**src/rtl/pulse_width_mon.sv**
```systemverilog
// Multi-channel pulse-width monitor: classifies each high run as pass / too short / too long.
// Optional per-channel error counters are built when PULSE_WIDTH_MON_ERR_CNT_EN is defined.
module pulse_width_mon #(
   parameter int NUM_CH    = 4,
   parameter int CNT_W     = 8,
   parameter int MIN_CKS   = 1,
   parameter int MAX_CKS   = 4,
   parameter int UNBOUNDED = 0
) (
   input  logic                    clk,
   input  logic                    reset_n,
   input  logic [NUM_CH-1:0]       expr,
   input  logic [NUM_CH-1:0]       ch_en,
   input  logic                    err_clr,
   output logic [NUM_CH-1:0]       pass,
   output logic [NUM_CH-1:0]       err_short,
   output logic [NUM_CH-1:0]       err_long,
   output logic [NUM_CH*CNT_W-1:0] width,
   output logic                    err_any,
   output logic [NUM_CH*8-1:0]     err_cnt
);

   typedef enum logic [1:0] {IDLE, RUN, DRAIN} state_t;

   localparam logic [CNT_W-1:0] CNT_MAX = '1;
   localparam logic [CNT_W-1:0] MIN_V   = CNT_W'(MIN_CKS);
   localparam logic [CNT_W-1:0] MAX_V   = CNT_W'(MAX_CKS);
   // An over-long pulse reports MAX_CKS+1, clamped when that would not fit in CNT_W bits.
   localparam logic [CNT_W-1:0] LONG_V  = (MAX_CKS >= (2**CNT_W) - 1) ? CNT_MAX : CNT_W'(MAX_CKS + 1);

   function automatic logic [CNT_W-1:0] sat_inc(input logic [CNT_W-1:0] v);
      return (v == CNT_MAX) ? v : v + 1'b1;
   endfunction

   logic [NUM_CH-1:0] err_evt;

   for (genvar i = 0; i < NUM_CH; i++) begin : g_ch
      state_t           state;
      logic [CNT_W-1:0] cnt;
      logic [CNT_W-1:0] width_q;
      logic             expr_q;
      logic             pass_q;
      logic             short_q;
      logic             long_q;
      logic             rise_d;
      logic             fall_d;
      logic             long_d;
      logic             short_d;

      assign rise_d  = ch_en[i] && expr[i] && !expr_q;
      assign fall_d  = ch_en[i] && (state == RUN) && !expr[i];
      assign long_d  = ch_en[i] && (state == RUN) && expr[i] && (UNBOUNDED == 0) && (cnt == MAX_V);
      assign short_d = fall_d && (cnt < MIN_V);
      assign err_evt[i] = short_d || long_d;

      always_ff @(posedge clk) begin
         if (!reset_n) begin
            state   <= IDLE;
            cnt     <= '0;
            width_q <= '0;
            expr_q  <= 1'b1;
            pass_q  <= 1'b0;
            short_q <= 1'b0;
            long_q  <= 1'b0;
         end else begin
            expr_q  <= expr[i];
            pass_q  <= 1'b0;
            short_q <= 1'b0;
            long_q  <= 1'b0;
            if (!ch_en[i]) begin
               // A disabled channel abandons any run silently and keeps its last width.
               state <= IDLE;
               cnt   <= '0;
            end else begin
               case (state)
                  IDLE: begin
                     if (rise_d) begin
                        state <= RUN;
                        cnt   <= CNT_W'(1);
                     end
                  end
                  RUN: begin
                     if (long_d) begin
                        long_q  <= 1'b1;
                        width_q <= LONG_V;
                        state   <= DRAIN;
                     end else if (fall_d) begin
                        width_q <= cnt;
                        short_q <= short_d;
                        pass_q  <= !short_d;
                        state   <= IDLE;
                     end else begin
                        cnt <= sat_inc(cnt);
                     end
                  end
                  DRAIN: begin
                     if (!expr[i]) state <= IDLE;
                  end
                  default: state <= IDLE;
               endcase
            end
         end
      end

      assign pass[i]                    = pass_q;
      assign err_short[i]               = short_q;
      assign err_long[i]                = long_q;
      assign width[i*CNT_W +: CNT_W]    = width_q;
   end

   // A new error in the same cycle as err_clr keeps the flag set.
   always_ff @(posedge clk) begin
      if (!reset_n)        err_any <= 1'b0;
      else if (|err_evt)   err_any <= 1'b1;
      else if (err_clr)    err_any <= 1'b0;
   end

`ifdef PULSE_WIDTH_MON_ERR_CNT_EN
   function automatic logic [7:0] sat_inc8(input logic [7:0] v);
      return (v == 8'hFF) ? v : v + 8'd1;
   endfunction

   for (genvar i = 0; i < NUM_CH; i++) begin : g_cnt
      logic [7:0] ecnt;

      always_ff @(posedge clk) begin
         if (!reset_n)        ecnt <= 8'd0;
         else if (err_clr)    ecnt <= err_evt[i] ? 8'd1 : 8'd0;
         else if (err_evt[i]) ecnt <= sat_inc8(ecnt);
      end

      assign err_cnt[i*8 +: 8] = ecnt;
   end
`else
   assign err_cnt = '0;
`endif

endmodule
```
**config.mk**
```make
export PLATFORM = sky130hd
export DESIGN_NAME = pulse_width_mon
export DESIGN_NICKNAME = d
export VERILOG_FILES = /design/src/rtl/pulse_width_mon.sv
export SDC_FILE = /design/constraint.sdc
export NUM_CORES = 1
export LEC_CHECK = 0
export ABC_AREA = 0
export CAP_MARGIN = 20
export CELL_PAD_IN_SITES_DETAIL_PLACEMENT = 1
export CELL_PAD_IN_SITES_GLOBAL_PLACEMENT = 2
export CORE_MARGIN = 2
export CORE_UTILIZATION = 37
export CTS_CLUSTER_SIZE = 12
export DETAILED_ROUTE_END_ITERATION = 10
export DONT_BUFFER_PORTS = 1
export GPL_TIMING_DRIVEN = 0
export PLACE_DENSITY_LB_ADDON = 0.12
export SLEW_MARGIN = 25
export SYNTH_ARGS = -nofsm -noshare
export SYNTH_HDL_FRONTEND = slang
export SYNTH_SLANG_ARGS = --single-unit
```
**constraint.sdc**
```tcl
create_clock -name clk -period 2.4 [get_ports clk]
set_clock_uncertainty 0.2 [all_clocks]
set_input_delay 0.24 -clock clk [delete_from_list [all_inputs] [get_ports clk]]
set_output_delay 0.24 -clock clk [all_outputs]
set_load 0.02 [all_outputs]
```
Word level (Yosys, flattened, before mapping)
Index checks and enable logic that the tools add are counted.
{ "word_totals": {"reg_bits": 89, "elab_cells": 226, "output_inout_bits": 77} }
{ "classes": {"reduce_logical": 82, "mux": 54, "eq_ne": 40, "magnitude_cmp": 4, "n_addsub": 4, "bitwise_logic": 13} }
{ "ops": {"columns": ["op", "count"], "rows": [
  ["two-way mux 8 bit", 24],
  ["one-hot mux 8 bit (2 select lines)", 4],
  ["inequality test 2 bit, second input constant", 20],
  ["AND reduction 3 bit", 12],
  ["adder 8 x 1 -> 8 bit, second input constant", 4],
  ["== test 8 x 3 -> 1 bit, second input constant", 4],
  ["== test 8 bit, second input constant", 4],
  ["less-than comparator 8 x 1 -> 1 bit, second input constant", 4],
  ["two-way mux 2 bit", 16],
  ["logical AND 1 bit", 28],
  ["one-hot mux 2 bit (3 select lines)", 4],
  ["AND reduction 5 bit", 4],
  ["OR reduction 5 bit", 4],
  ["nonzero test 2 bit", 9],
  ["NOT 1 bit", 13],
  ["zero test 1 bit", 12],
  ["inequality test 3 bit, second input constant", 4],
  ["== test 2 x 1 -> 1 bit, second input constant", 4],
  ["== test 2 bit, second input constant", 4],
  ["zero test 2 bit", 4],
  ["AND reduction 2 bit", 4],
  ["two-way mux 1 bit", 6],
  ["logical OR 1 bit", 4],
  ["OR reduction 4 bit", 1]
]} }

Longest topological paths before layout
{ "logic_depth": {"ltp_word": 7, "ltp_mapped": 8, "depth_no_buf": 7} }

Least setup slack after synthesis
Ideal clock, no wire load.
{ "synth_timing": {"path_type": "flip-flop to flip-flop", "start": "register g_ch[3].cnt[3]", "end": "register g_ch[3].width_q[1]", "t_arrival_ps": 1748, "path_stages_with_launch": 6, "path_buffers": 0, "setup_slack_ps": 331, "setup_ps": 121, "cell_sequence": "dfxtp_1 > or4_1 > or3_1 > or2_1 > nand2_1 > a21oi_1"} }
{ "synth_between": {"elab_chain_len": 4, "word_cells_on_any_way": 5, "cone_classes": "eq/ne (1); mux (1); reduce/logical (3)"} }
{ "synth_rtl": {"columns": ["element", "line_no", "rtl"], "rows": [
  ["from (decl)", "39", "logic [CNT_W-1:0] cnt;"],
  ["from (signal assigned)", "93", "cnt <= sat_inc(cnt);"],
  ["== test 8 x 3 -> 1 bit (*)", "52", "assign long_d = ch_en[i] && (state == RUN) && expr[i] && (UNBOUNDED == 0) && (cnt == MAX_V);"],
  ["logical AND 1 bit (*)", "52", null],
  ["nonzero test 2 bit (no source line)", null, null],
  ["AND reduction 3 bit (no source line)", null, null],
  ["to (signal assigned)", "88", "width_q <= cnt;"],
  ["to (decl)", "40", "logic [CNT_W-1:0] width_q;"]
]} }
Every way passes the cells marked *; elsewhere a longest branch is shown, timed or not.
A chain may end at the register's enable or synchronous reset.

Final worst setup path
{ "layout_timing": {"start": "register g_ch[3].cnt[3]", "end": "register g_ch[3].width_q[3]"} }
{ "layout_between": {"elab_chain_len": 4, "word_cells_on_any_way": 6, "cone_classes": "eq/ne (1); mux (2); reduce/logical (3)"} }
{ "layout_rtl": {"columns": ["element", "line_no"], "rows": [
  ["== test 8 x 3 -> 1 bit", "52"],
  ["logical AND 1 bit", "52"],
  ["nonzero test 2 bit (no source line)", null],
  ["AND reduction 3 bit (no source line)", null]
]} }
Parallel ways exist; a longest one is shown, timed or not. The select of a mux whose other input is x is not followed.

==> out/results.ini <==
[worst_setup_path]
path_cells=or4_1, or3_1, or2_1, nand2_2, a21oi_1
crit_fanout=7
worstReg2RegStart=g_ch[3].cnt[3]$_SDFFE_PN0P_
crit_path_start_kind=flop
reg2reg_to=g_ch[3].width_q[3]$_SDFFE_PN0P_
reg2regPathDepth=5
r2r_slack_ps=130
crit_arrival_ps=2310
critical_path_class=flop to flop
cp.required_ps=2440
max_stage_delay_ps=650
cp_slowest_cell=or4_1
end_kind=flop

[power_and_ir_drop]
cellLeakagePower_uw=0.001967
sequentialPowerShare=0.472
power.share.switching=0.2410
p_switching_uw=762.0
p_comb_frac=0.067
internal-power_uw=2400
powerDensity_mw_per_mm2=616.4
ir_worst_vdd_v=0.0004838
p_clk_frac=0.461

[global_routing]
grt_pass1_wl_mm=20.06
grt.overflow.total=0
grt_use_total=0.1953
grt_max_degree=16
grt_pass1_vias=3945
antenna_found_initial=0

[synth]
synth.distinct_cells=57
synth_area_leaders=dfxtp_1 (40%), buf_4 (7.5%), nor2_1 (4.3%)
synthFlopType=dfxtp_1
ys_warn_count=0
synth_commonest_cells=dfxtp_1 (89), nor2_1 (51), buf_4 (44), nand2_1 (44), a21oi_1 (33)
synth_top_area_frac=0.4031
yosysMostFrequentCell=dfxtp_1
synth-edff-count=0
async_reset_ff_frac=0
syn_inst=525
synth.yosys.seq_area_share=0.4031
synth_seq_cells=89
netlist_area_mm2=0.004420
yosys.area.top_type=dfxtp_1
syn_avg_cell_area_um2=8.420

[sta]
period_share=0.9462
period_minus_slack_ps=2271
maxSlewHeadroom=0.6004
setup_viol=0
tightestPinTransition_ps=599.4
fmax_mhz=440.4
fin_setup_tns_ps=0
rsz0062_at_grt=false
slew_viol_final=0
hold_violations=0
timing.final.ws_setup_ps=129.2

[clocking]
cts_tree=built
cts_buffers=9
h-tree-depth=3
path_clk_slew_ps=70
cts-root-buf=clkbuf_16
clkSinkCount=89
clk_latency_ps=350
clockBufferDepth=2

[place]
place_ws_ps=-132.6
io_buffers=0
dp_hpwl_mm=8.549
gp_congestion=0.7667

[die]
die_w_um=113.3
io_pins=88
initial_core_util=0.3839
rows=39
die_area_mm2=0.01284
core_area_mm2=0.01152
die_y_um=113.3

[detailed_routing]
totalWireLength_mm=11.80
via_count=3820
wire_per_inst_um=16.32
ant_nets=0
drt_iter0_markers=182
drc=0
routed_via_density=5.284
drt_pre_antenna_iters=4

[run_status]
status=finished clean

[finish]
diodes=0
final_nets=598
drive_above_1_share=0.1517
fill_cells=1414
syn2layout_area_growth_pct=16.05

[flow_run]
cap_violations=0

[hold_path]
hp-class=input port to flop
min-delay-start=expr[3]
whs_path_depth=4
worst_hold_path.endpoint=g_ch[3].width_q[1]$_SDFFE_PN0P_

stage by stage:
| step | total power [uW] | std cells | instance area [um2] | hold WS (ps) | util |
|---|---|---|---|---|---|
| 5_1_grt | 3281 | 723 | 5130 | 7.196 | 0.4455 |
| 4_1_cts | 3201 | 723 | 5110 | 0.5589 | 0.4437 |
| 3_5_place_dp | 1717 | 699 | 4716 | 140.7 | 0.4095 |
| 3_3_place_gp | 1714 | 699 | 4716 | 140.3 | 0.4095 |
| 6_report | 3162 | 723 | 5130 | 5.635 | 0.4455 |
| 2_1_floorplan | 1687 | 556 | 4537 | 126.5 | - |
worst max-delay path by stage:
stage,cells past startpoint,from,to,slack (ps)
2_1_floorplan,5,g_ch[3].cnt[3]$_SDFFE_PN0P_,g_ch[3].width_q[1]$_SDFFE_PN0P_,330
3_3_place_gp,7,g_ch[1].cnt[0]$_SDFFE_PN0P_,g_ch[1].cnt[0]$_SDFFE_PN0P_,-9
3_5_place_dp,7,g_ch[1].cnt[0]$_SDFFE_PN0P_,g_ch[1].cnt[0]$_SDFFE_PN0P_,-130
4_1_cts,7,g_ch[1].cnt[0]$_SDFFE_PN0P_,g_ch[1].cnt[0]$_SDFFE_PN0P_,10
5_1_grt,6,g_ch[3].cnt[3]$_SDFFE_PN0P_,g_ch[3].cnt[6]$_SDFFE_PN0P_,4
6_report,5,g_ch[3].cnt[3]$_SDFFE_PN0P_,g_ch[3].width_q[3]$_SDFFE_PN0P_,130
state kept, by name, summed over array words and instances, names as in the netlist:
name and cells:
err_any 1, g_ch.width_q 32, g_ch.cnt 32, g_ch.pass_q 4, g_ch.expr_q 4, g_ch.state 8, g_ch.short_q 4, g_ch.long_q 4
worst max-delay path, delay by kind of cell, from the launching register on:
family           cells  cell delay, ps
flip-flops           1             370
AND/OR/NAND/NOR      4            1540
AO/OA/AOI/OAI        1              60
placed cells by master, fill, tap and decap left out, types with 7 or more instances in the layout:
master / instances
dfxtp_1: 87
nor2_1: 51
buf_4: 46
nand2_1: 43
a21oi_1: 33
conb_1: 32
nand3_1: 22
inv_1: 18
nand4_1: 17
a22oi_1: 15
clkbuf_1: 14
o21ai_0: 13
ha_1: 12
a211oi_1: 11
or3_1: 10
nor3_1: 10
xnor2_1: 9
clkbuf_16: 9
nor2b_1: 8
and3_1: 8
nand2b_1: 8
dlygate4sd3_1: 8
mux2i_1: 7
layer usage:
metal | GRT usage | up-vias | wire length (um)
li1 | - | 1882 | -
met1 | 0.2367 | 1852 | 5218
met2 | 0.3301 | 78 | 5682
met3 | 0.07338 | 8 | 789
met4 | 0.04472 | 0 | 108
met5 | 0 | - | 0
power groups by stage:
stage / clock (uW) / sequential [uW] / combinational, uW
3_3_place_gp: 0 / 1520 / 190
2_1_floorplan: 0 / 1520 / 164
3_5_place_dp: 0 / 1530 / 191
6_report: 1460 / 1490 / 212
5_1_grt: 1560 / 1490 / 233
4_1_cts: 1500 / 1490 / 207
logic make-up (layout without fill, tap and decap cells):
logic type                 Yosys count  after routing  share of synthesized area
AOI/OAI and AO/OA                  104            104                     0.1591
xor gates and xnor gates             9              9                    0.01783
adders and majority gates           12             12                    0.03396
buffers and inverters               86            110                     0.1127
DFF                                 89             89                     0.4031
muxes                                7              7                    0.01585
other                                1             32                  0.0008483
and+or+nand+nor                    217            217                     0.2567
what timing repair did:
| item | in CTS | in global routing |
|---|---|---|
| buffers inserted | 0 | 2 |
| hold buffers | 8 | 0 |
| pin swaps | 0 | 1 |
| resized for setup | 2 | 9 |
| endpoints found under the hold margin | 34 | 0 |
| endpoints found under the setup margin | 5 | 27 |
cell type report:
cell class,count,area (um2),share of cell area
Sequential cell,89,1784,0.3478
Multi-Input combinational cell,381,2271,0.4427
Clock inverter,6,67.56,0.01317
Inverter,19,71.32,0.01390
Clock buffer,10,239.0,0.04659
Timing Repair Buffer,10,95.09,0.01854
Buffer,65,422.9,0.08244
Tap cell,143,178.9,0.03488
Note: power is estimated with default switching activity, not from simulation.
